--- src/rtl/trace_pkg.sv ---
// rtl/trace_pkg.sv - shared types and sizing helpers for the trace capture unit
//
// Contents:
//   tr_state_e : capture state encoding (TR_IDLE=0, TR_ARMED=1, TR_POST=2, TR_DONE=3)
//   entry_w()  : width of one stored {pc, instr} entry
//   ptr_w()    : buffer pointer width for a given depth
package trace_pkg;

  typedef enum logic [1:0] {
    TR_IDLE  = 2'd0,
    TR_ARMED = 2'd1,
    TR_POST  = 2'd2,
    TR_DONE  = 2'd3
  } tr_state_e;

  // Each entry holds one PC and one instruction word.
  localparam int unsigned ENTRY_FIELDS = 2;

  function automatic int unsigned entry_w(input int unsigned xlen);
    return ENTRY_FIELDS * xlen;
  endfunction

  function automatic int unsigned ptr_w(input int unsigned depth);
    return (depth < 2) ? 1 : $clog2(depth);
  endfunction

endpackage

--- src/rtl/trace_buffer_if.sv ---
// rtl/trace_buffer_if.sv - readout handshake bundle of the trace buffer
//
// Signals:
//   rd_valid : entry available (driven by the buffer)
//   rd_ready : consumer accepts the entry (driven by the consumer)
//   rd_pc    : PC of the presented entry
//   rd_instr : instruction of the presented entry
interface trace_buffer_if #(
  parameter int unsigned XLEN = 32
);
  logic            rd_valid;
  logic            rd_ready;
  logic [XLEN-1:0] rd_pc;
  logic [XLEN-1:0] rd_instr;

  modport master (output rd_valid, output rd_pc, output rd_instr, input rd_ready);
  modport slave  (input rd_valid, input rd_pc, input rd_instr, output rd_ready);
endinterface

--- src/rtl/trace_ram.sv ---
// rtl/trace_ram.sv - DEPTH x WIDTH storage, synchronous write, asynchronous read
//
// Ports:
//   clk   : write clock
//   we    : write enable
//   waddr : write address
//   wdata : write data
//   raddr : read address
//   rdata : combinational read data at raddr
module trace_ram
  import trace_pkg::*;
#(
  parameter int unsigned DEPTH = 16,
  parameter int unsigned WIDTH = 64
) (
  input  logic                    clk,
  input  logic                    we,
  input  logic [ptr_w(DEPTH)-1:0] waddr,
  input  logic [WIDTH-1:0]        wdata,
  input  logic [ptr_w(DEPTH)-1:0] raddr,
  output logic [WIDTH-1:0]        rdata
);

  // Contents are deliberately not reset; count decides which entries are live.
  logic [WIDTH-1:0] mem [DEPTH];

  always_ff @(posedge clk) begin
    if (we) begin
      mem[waddr] <= wdata;
    end
  end

  assign rdata = mem[raddr];

endmodule

--- src/rtl/trace_buffer.sv ---
// rtl/trace_buffer.sv - PC/instruction trace capture with PC-match trigger and oldest-first readout
//
// Ports:
//   clk       : rising-edge clock
//   reset     : asynchronous active-low reset
//   arm       : pulse; clears the buffer and starts capture
//   en        : sample qualifier
//   pc_in     : core debug PC
//   instr_in  : core debug instruction
//   trig_en   : enables the PC-match trigger
//   trig_pc   : trigger PC value
//   rd        : readout handshake (rd_valid/rd_ready/rd_pc/rd_instr)
//   triggered : trigger has fired in the current capture
//   state     : IDLE=0, ARMED=1, POST=2, DONE=3
//   count     : number of valid entries
module trace_buffer
  import trace_pkg::*;
#(
  parameter int unsigned XLEN      = 32,
  parameter int unsigned DEPTH     = 16,
  parameter int unsigned POST_TRIG = 8
) (
  input  logic                   clk,
  input  logic                   reset,
  input  logic                   arm,
  input  logic                   en,
  input  logic [XLEN-1:0]        pc_in,
  input  logic [XLEN-1:0]        instr_in,
  input  logic                   trig_en,
  input  logic [XLEN-1:0]        trig_pc,
  trace_buffer_if.master         rd,
  output logic                   triggered,
  output logic [1:0]             state,
  output logic [$clog2(DEPTH):0] count
);

  localparam int unsigned PW = ptr_w(DEPTH);
  localparam int unsigned CW = $clog2(DEPTH) + 1;
  localparam int unsigned EW = entry_w(XLEN);
  localparam logic [CW-1:0] FULL = CW'(DEPTH);

  tr_state_e       state_q, state_d;
  logic [PW-1:0]   wr_ptr_q, wr_ptr_d;
  logic [PW-1:0]   rd_ptr_q, rd_ptr_d;
  logic [CW-1:0]   count_q, count_d;
  logic [CW-1:0]   post_cnt_q, post_cnt_d;
  logic            triggered_q, triggered_d;

  logic            capturing;
  logic            sample;
  logic            hit;
  logic            rd_valid_w;
  logic            rd_fire;
  logic [EW-1:0]   rdata;

  assign capturing  = (state_q == TR_ARMED) || (state_q == TR_POST);
  // arm pre-empts any write in the same cycle.
  assign sample     = capturing && en && !arm;
  assign hit        = (state_q == TR_ARMED) && en && trig_en && (pc_in == trig_pc);
  assign rd_valid_w = (state_q == TR_DONE) && (count_q != '0);
  assign rd_fire    = rd_valid_w && rd.rd_ready;

  always_ff @(posedge clk or negedge reset) begin
    if (!reset) begin
      state_q     <= TR_IDLE;
      wr_ptr_q    <= '0;
      rd_ptr_q    <= '0;
      count_q     <= '0;
      post_cnt_q  <= '0;
      triggered_q <= 1'b0;
    end else begin
      state_q     <= state_d;
      wr_ptr_q    <= wr_ptr_d;
      rd_ptr_q    <= rd_ptr_d;
      count_q     <= count_d;
      post_cnt_q  <= post_cnt_d;
      triggered_q <= triggered_d;
    end
  end

  always_comb begin
    state_d     = state_q;
    wr_ptr_d    = wr_ptr_q;
    rd_ptr_d    = rd_ptr_q;
    count_d     = count_q;
    post_cnt_d  = post_cnt_q;
    triggered_d = triggered_q;

    if (arm) begin
      state_d     = TR_ARMED;
      wr_ptr_d    = '0;
      count_d     = '0;
      triggered_d = 1'b0;
      post_cnt_d  = CW'(POST_TRIG);
    end else begin
      // Circular write; once full the oldest entry is overwritten.
      if (sample) begin
        wr_ptr_d = wr_ptr_q + PW'(1);
        if (count_q != FULL) begin
          count_d = count_q + CW'(1);
        end
      end

      unique case (state_q)
        TR_ARMED: begin
          if (hit) begin
            triggered_d = 1'b1;
            state_d     = (POST_TRIG == 0) ? TR_DONE : TR_POST;
          end
        end
        TR_POST: begin
          if (sample) begin
            post_cnt_d = post_cnt_q - CW'(1);
            if (post_cnt_q == CW'(1)) begin
              state_d = TR_DONE;
            end
          end
        end
        TR_DONE: begin
          if (rd_fire) begin
            rd_ptr_d = rd_ptr_q + PW'(1);
            count_d  = count_q - CW'(1);
            if (count_q == CW'(1)) begin
              state_d     = TR_IDLE;
              triggered_d = 1'b0;
            end
          end
        end
        default: begin
        end
      endcase

      // Point at the oldest entry on entry to DONE. When full, count's low
      // bits are zero, so this lands on wr_ptr, which is the oldest slot.
      if ((state_d == TR_DONE) && (state_q != TR_DONE)) begin
        rd_ptr_d = wr_ptr_d - count_d[PW-1:0];
      end
    end
  end

  trace_ram #(
    .DEPTH (DEPTH),
    .WIDTH (EW)
  ) u_ram (
    .clk   (clk),
    .we    (sample),
    .waddr (wr_ptr_q),
    .wdata ({pc_in, instr_in}),
    .raddr (rd_ptr_q),
    .rdata (rdata)
  );

  assign rd.rd_valid = rd_valid_w;
  assign rd.rd_pc    = rdata[EW-1:XLEN];
  assign rd.rd_instr = rdata[XLEN-1:0];
  assign triggered   = triggered_q;
  assign state       = state_q;
  assign count       = count_q;

endmodule

--- src/flat_wrapper.sv ---
// flat-port wrapper written by rule: the top's interface ports become plain ports
module trace_buffer_flat import trace_pkg::*;
#(
  parameter int unsigned XLEN      = 32,
  parameter int unsigned DEPTH     = 16,
  parameter int unsigned POST_TRIG = 8
)
  (clk, reset, arm, en, pc_in, instr_in, trig_en, trig_pc, triggered, state, count, rd_rd_valid, rd_rd_pc, rd_rd_instr, rd_rd_ready);
  trace_buffer_if #(.XLEN(XLEN)) rd_i ();
  input  logic clk;
  input  logic reset;
  input  logic arm;
  input  logic en;
  input  logic [XLEN-1:0] pc_in;
  input  logic [XLEN-1:0] instr_in;
  input  logic trig_en;
  input  logic [XLEN-1:0] trig_pc;
  output logic triggered;
  output logic [1:0] state;
  output logic [$clog2(DEPTH):0] count;
  output wire logic [$bits(rd_i.rd_valid)-1:0] rd_rd_valid;
  output wire logic [$bits(rd_i.rd_pc)-1:0] rd_rd_pc;
  output wire logic [$bits(rd_i.rd_instr)-1:0] rd_rd_instr;
  input wire logic [$bits(rd_i.rd_ready)-1:0] rd_rd_ready;
  assign rd_rd_valid = rd_i.rd_valid;
  assign rd_rd_pc = rd_i.rd_pc;
  assign rd_rd_instr = rd_i.rd_instr;
  assign rd_i.rd_ready = rd_rd_ready;
  trace_buffer #(.XLEN(XLEN), .DEPTH(DEPTH), .POST_TRIG(POST_TRIG)) u_core (.clk(clk), .reset(reset), .arm(arm), .en(en), .pc_in(pc_in), .instr_in(instr_in), .trig_en(trig_en), .trig_pc(trig_pc), .rd(rd_i), .triggered(triggered), .state(state), .count(count));
endmodule
--- config.mk ---
export PLATFORM = sky130hd
export DESIGN_NAME = trace_buffer_flat
export DESIGN_NICKNAME = d
export VERILOG_FILES = /design/src/rtl/trace_pkg.sv /design/src/rtl/trace_buffer_if.sv /design/src/rtl/trace_ram.sv /design/src/rtl/trace_buffer.sv /design/src/flat_wrapper.sv
export SDC_FILE = /design/constraint.sdc
export NUM_CORES = 1
export LEC_CHECK = 0
export CAP_MARGIN = 5
export CORE_UTILIZATION = 30
export CTS_BUF_LIST = sky130_fd_sc_hd__clkbuf_16
export CTS_CLUSTER_SIZE = 10
export DETAILED_ROUTE_END_ITERATION = 16
export SYNTH_ARGS = -nofsm -noshare
export SYNTH_HDL_FRONTEND = slang
export SYNTH_SLANG_ARGS = --single-unit
--- constraint.sdc ---
create_clock -name clk -period 3.6 [get_ports clk]
set_input_delay 1.08 -clock clk [delete_from_list [all_inputs] [get_ports clk]]
set_output_delay 1.08 -clock clk [all_outputs]
set_load 0.01 [all_outputs]
==> metrics.yaml <==
outcome: "finished, violations left"
violations: "negative setup slack"
vias: 22200
grt_max_degree: 67
synthSimpleGateAreaFrac_pct: 1.95
synth_cell_types: 63
rows: 135
dp_slack_ns: -0.427
setup_viol: 64
dieArea_um2: 139000
ff2ff_path_depth: 11
core_um2: 136000
synth_compound_area_share_pct: 5.61
synthArstFlopShare_pct: 2.01
syn_area_um2: 41100
reg2reg_from: "u_core.state[1]"
min_from: "u_core.post_cnt_q[2]"
critPathLaunch: "u_core.rd_ptr_q[0]"
power_mw: 25.0
clk_latency_ns: 0.72
ys_ff_latch: 1045
vias_per_cell: 5.02
firstDrtPassIters: 6
fin_worst_skew_ns: 0.0478
synth_top_area_cell: "edfxtp_1"
groute.usage.overall_pct: 15.9
wl_mm: 113
port_buffers: 174
worstMarginPinSlew_ns: 1.12
vdd.ir_drop.worst_uv: 392
min_path_type: "reg2reg"
final_nets: 2732
slew_violations: 0
drive_gt1_share_pct: 33.9
synthAdderAreaFrac_pct: 0.597
synth_edf_count: 1024
criticalPathCategory: "reg2out"
ant_nets: 0
cp-endpoint: "rd_rd_instr[9]"
synth_top_family_by_area: "multiplexers"
floorplan.initialDensity_pct: 30.3
power_density_nw_per_um2: 477
synth.avg_cell_area_um2: 19.2
ios: 175
arrival_ns: 2.89
antenna_found_initial: 6
critPathMaxFanout: 5
rsz0062_at_grt: "true"
fmax_mhz: 252
finalHoldViolations: 0
cts_buffer_depth: 3
synthesis.nets: 2260
p_leak_nw: 16.6
cts_made_buffers: 116
ys.flop_type: "edfxtp_1"
syn_inst: 2139
end_kind: "primary output"
remaining_drc_errors: 0
rrSetupSlack_ns: 0.65
cts.sinks: 1045
synth_top_cell_area_share_pct: 74.8
synth_warnings: 0
syn_to_final_growth_pct: 27.6
relSlewSlack_pct: 25.1
clkTransAtPathRegs_ns: 0.06
synth.area.top_cells: "edfxtp_1 (75%), mux4_2 (7.0%), mux2i_1 (4.7%)"
grt_pass1_wl_mm: 159
clk_root_buffer_cell: "clkbuf_16"
final.min_clock_period_ns: 3.97
r2r_end: "u_core.rd_ptr_q[3]"
synth_xor_area_share_pct: 0.959
ctsHoldBuffers: 0
cap_violations: 0
layout_setup_ws_ns: -0.373
tritoncts: "done"
synth_mux_area_share_pct: 13.5
grt_pass1_vias: 22400
min_period_over_period_pct: 110
holdWs_ns: 0.536
dieWidth_um: 372
place_area_um2: 46800
die_h_um: 372
design_area_um2: 52400
overflow: 0
wire_per_inst_um: 25.5
yosysSeqAreaShare_pct: 76.1
start_kind: "flop"
place.gp.congestion: 0.753
htreeDepth: 3
dp_hpwl_mm: 62.9
final.setup.tns_ns: -15.17
drt_iter0_drc: 1821
cp_data_required_time_ns: 2.52
==> worst min path at each step <==
stage	slack, ns	endpoint	depth (start not counted)
6_report	0.54	u_core.post_cnt_q[2]	2
5_1_grt	0.59	u_core.post_cnt_q[1]	2
4_1_cts	0.55	u_core.post_cnt_q[2]	2
3_5_place_dp	0.53	u_core.post_cnt_q[2]	2
3_3_place_gp	0.52	u_core.post_cnt_q[2]	2
2_1_floorplan	0.50	u_core.post_cnt_q[2]	2
==> flip-flops by register name (all words and copies together) (netlist names) <==
| register | cells |
|---|---|
| u_core.u_ram.mem | 1024 |
| u_core.state | 2 |
| u_core.post_cnt_q | 5 |
| u_core.count | 5 |
| u_core.triggered | 1 |
| u_core.wr_ptr_q | 4 |
| u_core.rd_ptr_q | 4 |
==> cell usage in the layout (no fill, tap or decap), types with 16 or more instances in the layout <==
cell type        count
o21ai_0             33
buf_2               18
a21oi_2             31
nand2_2             22
xnor2_1             21
buf_4              155
mux2i_1            186
o21ai_2             33
a21oi_1             40
buf_12              71
clkbuf_16          129
o21ai_1             68
dfrtp_1             16
a22oi_1             34
buf_16              17
clkdlybuf4s50_1    110
inv_1               26
ha_1                17
nand2_1             53
mux2_2              57
a221oi_2            51
xor2_1              24
and2_4              17
mux4_2             128
edfxtp_1          1024
a22oi_2             30
buf_6               58
==> final cells by class <==
| class | count | area, um2 |
|---|---|---|
| fillers | 12200 | 83200 |
| inverters | 13 | 48.8 |
| flip-flops and latches | 1045 | 31300 |
| repair buffers | 465 | 5460 |
| diodes | 1 | 2.50 |
| clock buffers | 117 | 2930 |
| well taps | 1781 | 2230 |
| clock inverters | 25 | 220 |
| multi-input cells | 970 | 10300 |
==> critical path: stages, from the launching register on <==
cell and delay (ns):
dfrtp_4 0.50, buf_12 0.15, buf_12 0.12, clkbuf_16 0.17, buf_4 0.14, buf_8 0.12, mux2_2 0.27, o21ai_2 0.15
a21oi_2 0.07, a22oi_2 0.21, nand2_2 0.12, buf_6 0.14
==> per-layer routing <==
layer / up-vias / part of all wire, % / GRT usage [%]
met2: 675 / 48 / 25.6
met5: - / 0.030 / 0
met1: 11700 / 45 / 22.1
li1: 9695 / - / -
met3: 147 / 5.6 / 2.84
met4: 6 / 2.0 / 4.07
==> power by group <==
part	total (mW)	switching, mW	internal (mW)
Combinational	1.20	0.641	0.562
Clock	10.3	4.49	5.86
Sequential	13.5	0.0228	13.4
==> repair_timing <==
item,in CTS,in global routing
gates resized for setup,344,305
endpoints found under the setup margin,65,64
buffers inserted,35,72
gates cloned,8,14
pin swaps,45,106
==> stage by stage <==
step,utilization (%),instances
global route,38.7,4417
CTS,37.6,4340
finish,38.7,4417
floorplan,-,2139
detailed placement,34.5,4156
global placement,34.5,4156
==> kinds of logic after synthesis <==
family	Yosys count
mux	386
simple gates	160
compound gates	360
buf+inv	124
fa+ha+maj	19
xor+xnor	45
flops	1045
==> synth_stat cells, types with 2 or more instances <==
cell	n
nand3_1	6
nor3b_1	2
mux4_2	128
nor2_1	14
clkbuf_1	62
buf_2	35
or3_1	2
ha_1	18
or2_2	4
a21o_1	3
nand2_1	76
and3_1	4
o211ai_1	3
nor4_1	3
mux2i_1	194
nand2b_1	3
edfxtp_1	1024
xor2_1	24
nor2b_1	4
and2_1	17
a22oi_1	64
nor3_1	6
xnor2_1	21
a31oi_1	3
o21ai_0	136
buf_1	10
a221oi_1	64
dfrtp_1	21
nor4_2	2
nand4_1	7
a21oi_1	71
mux2_2	64
a211oi_1	2
inv_1	13
Power figures use the tool's default switching activity.
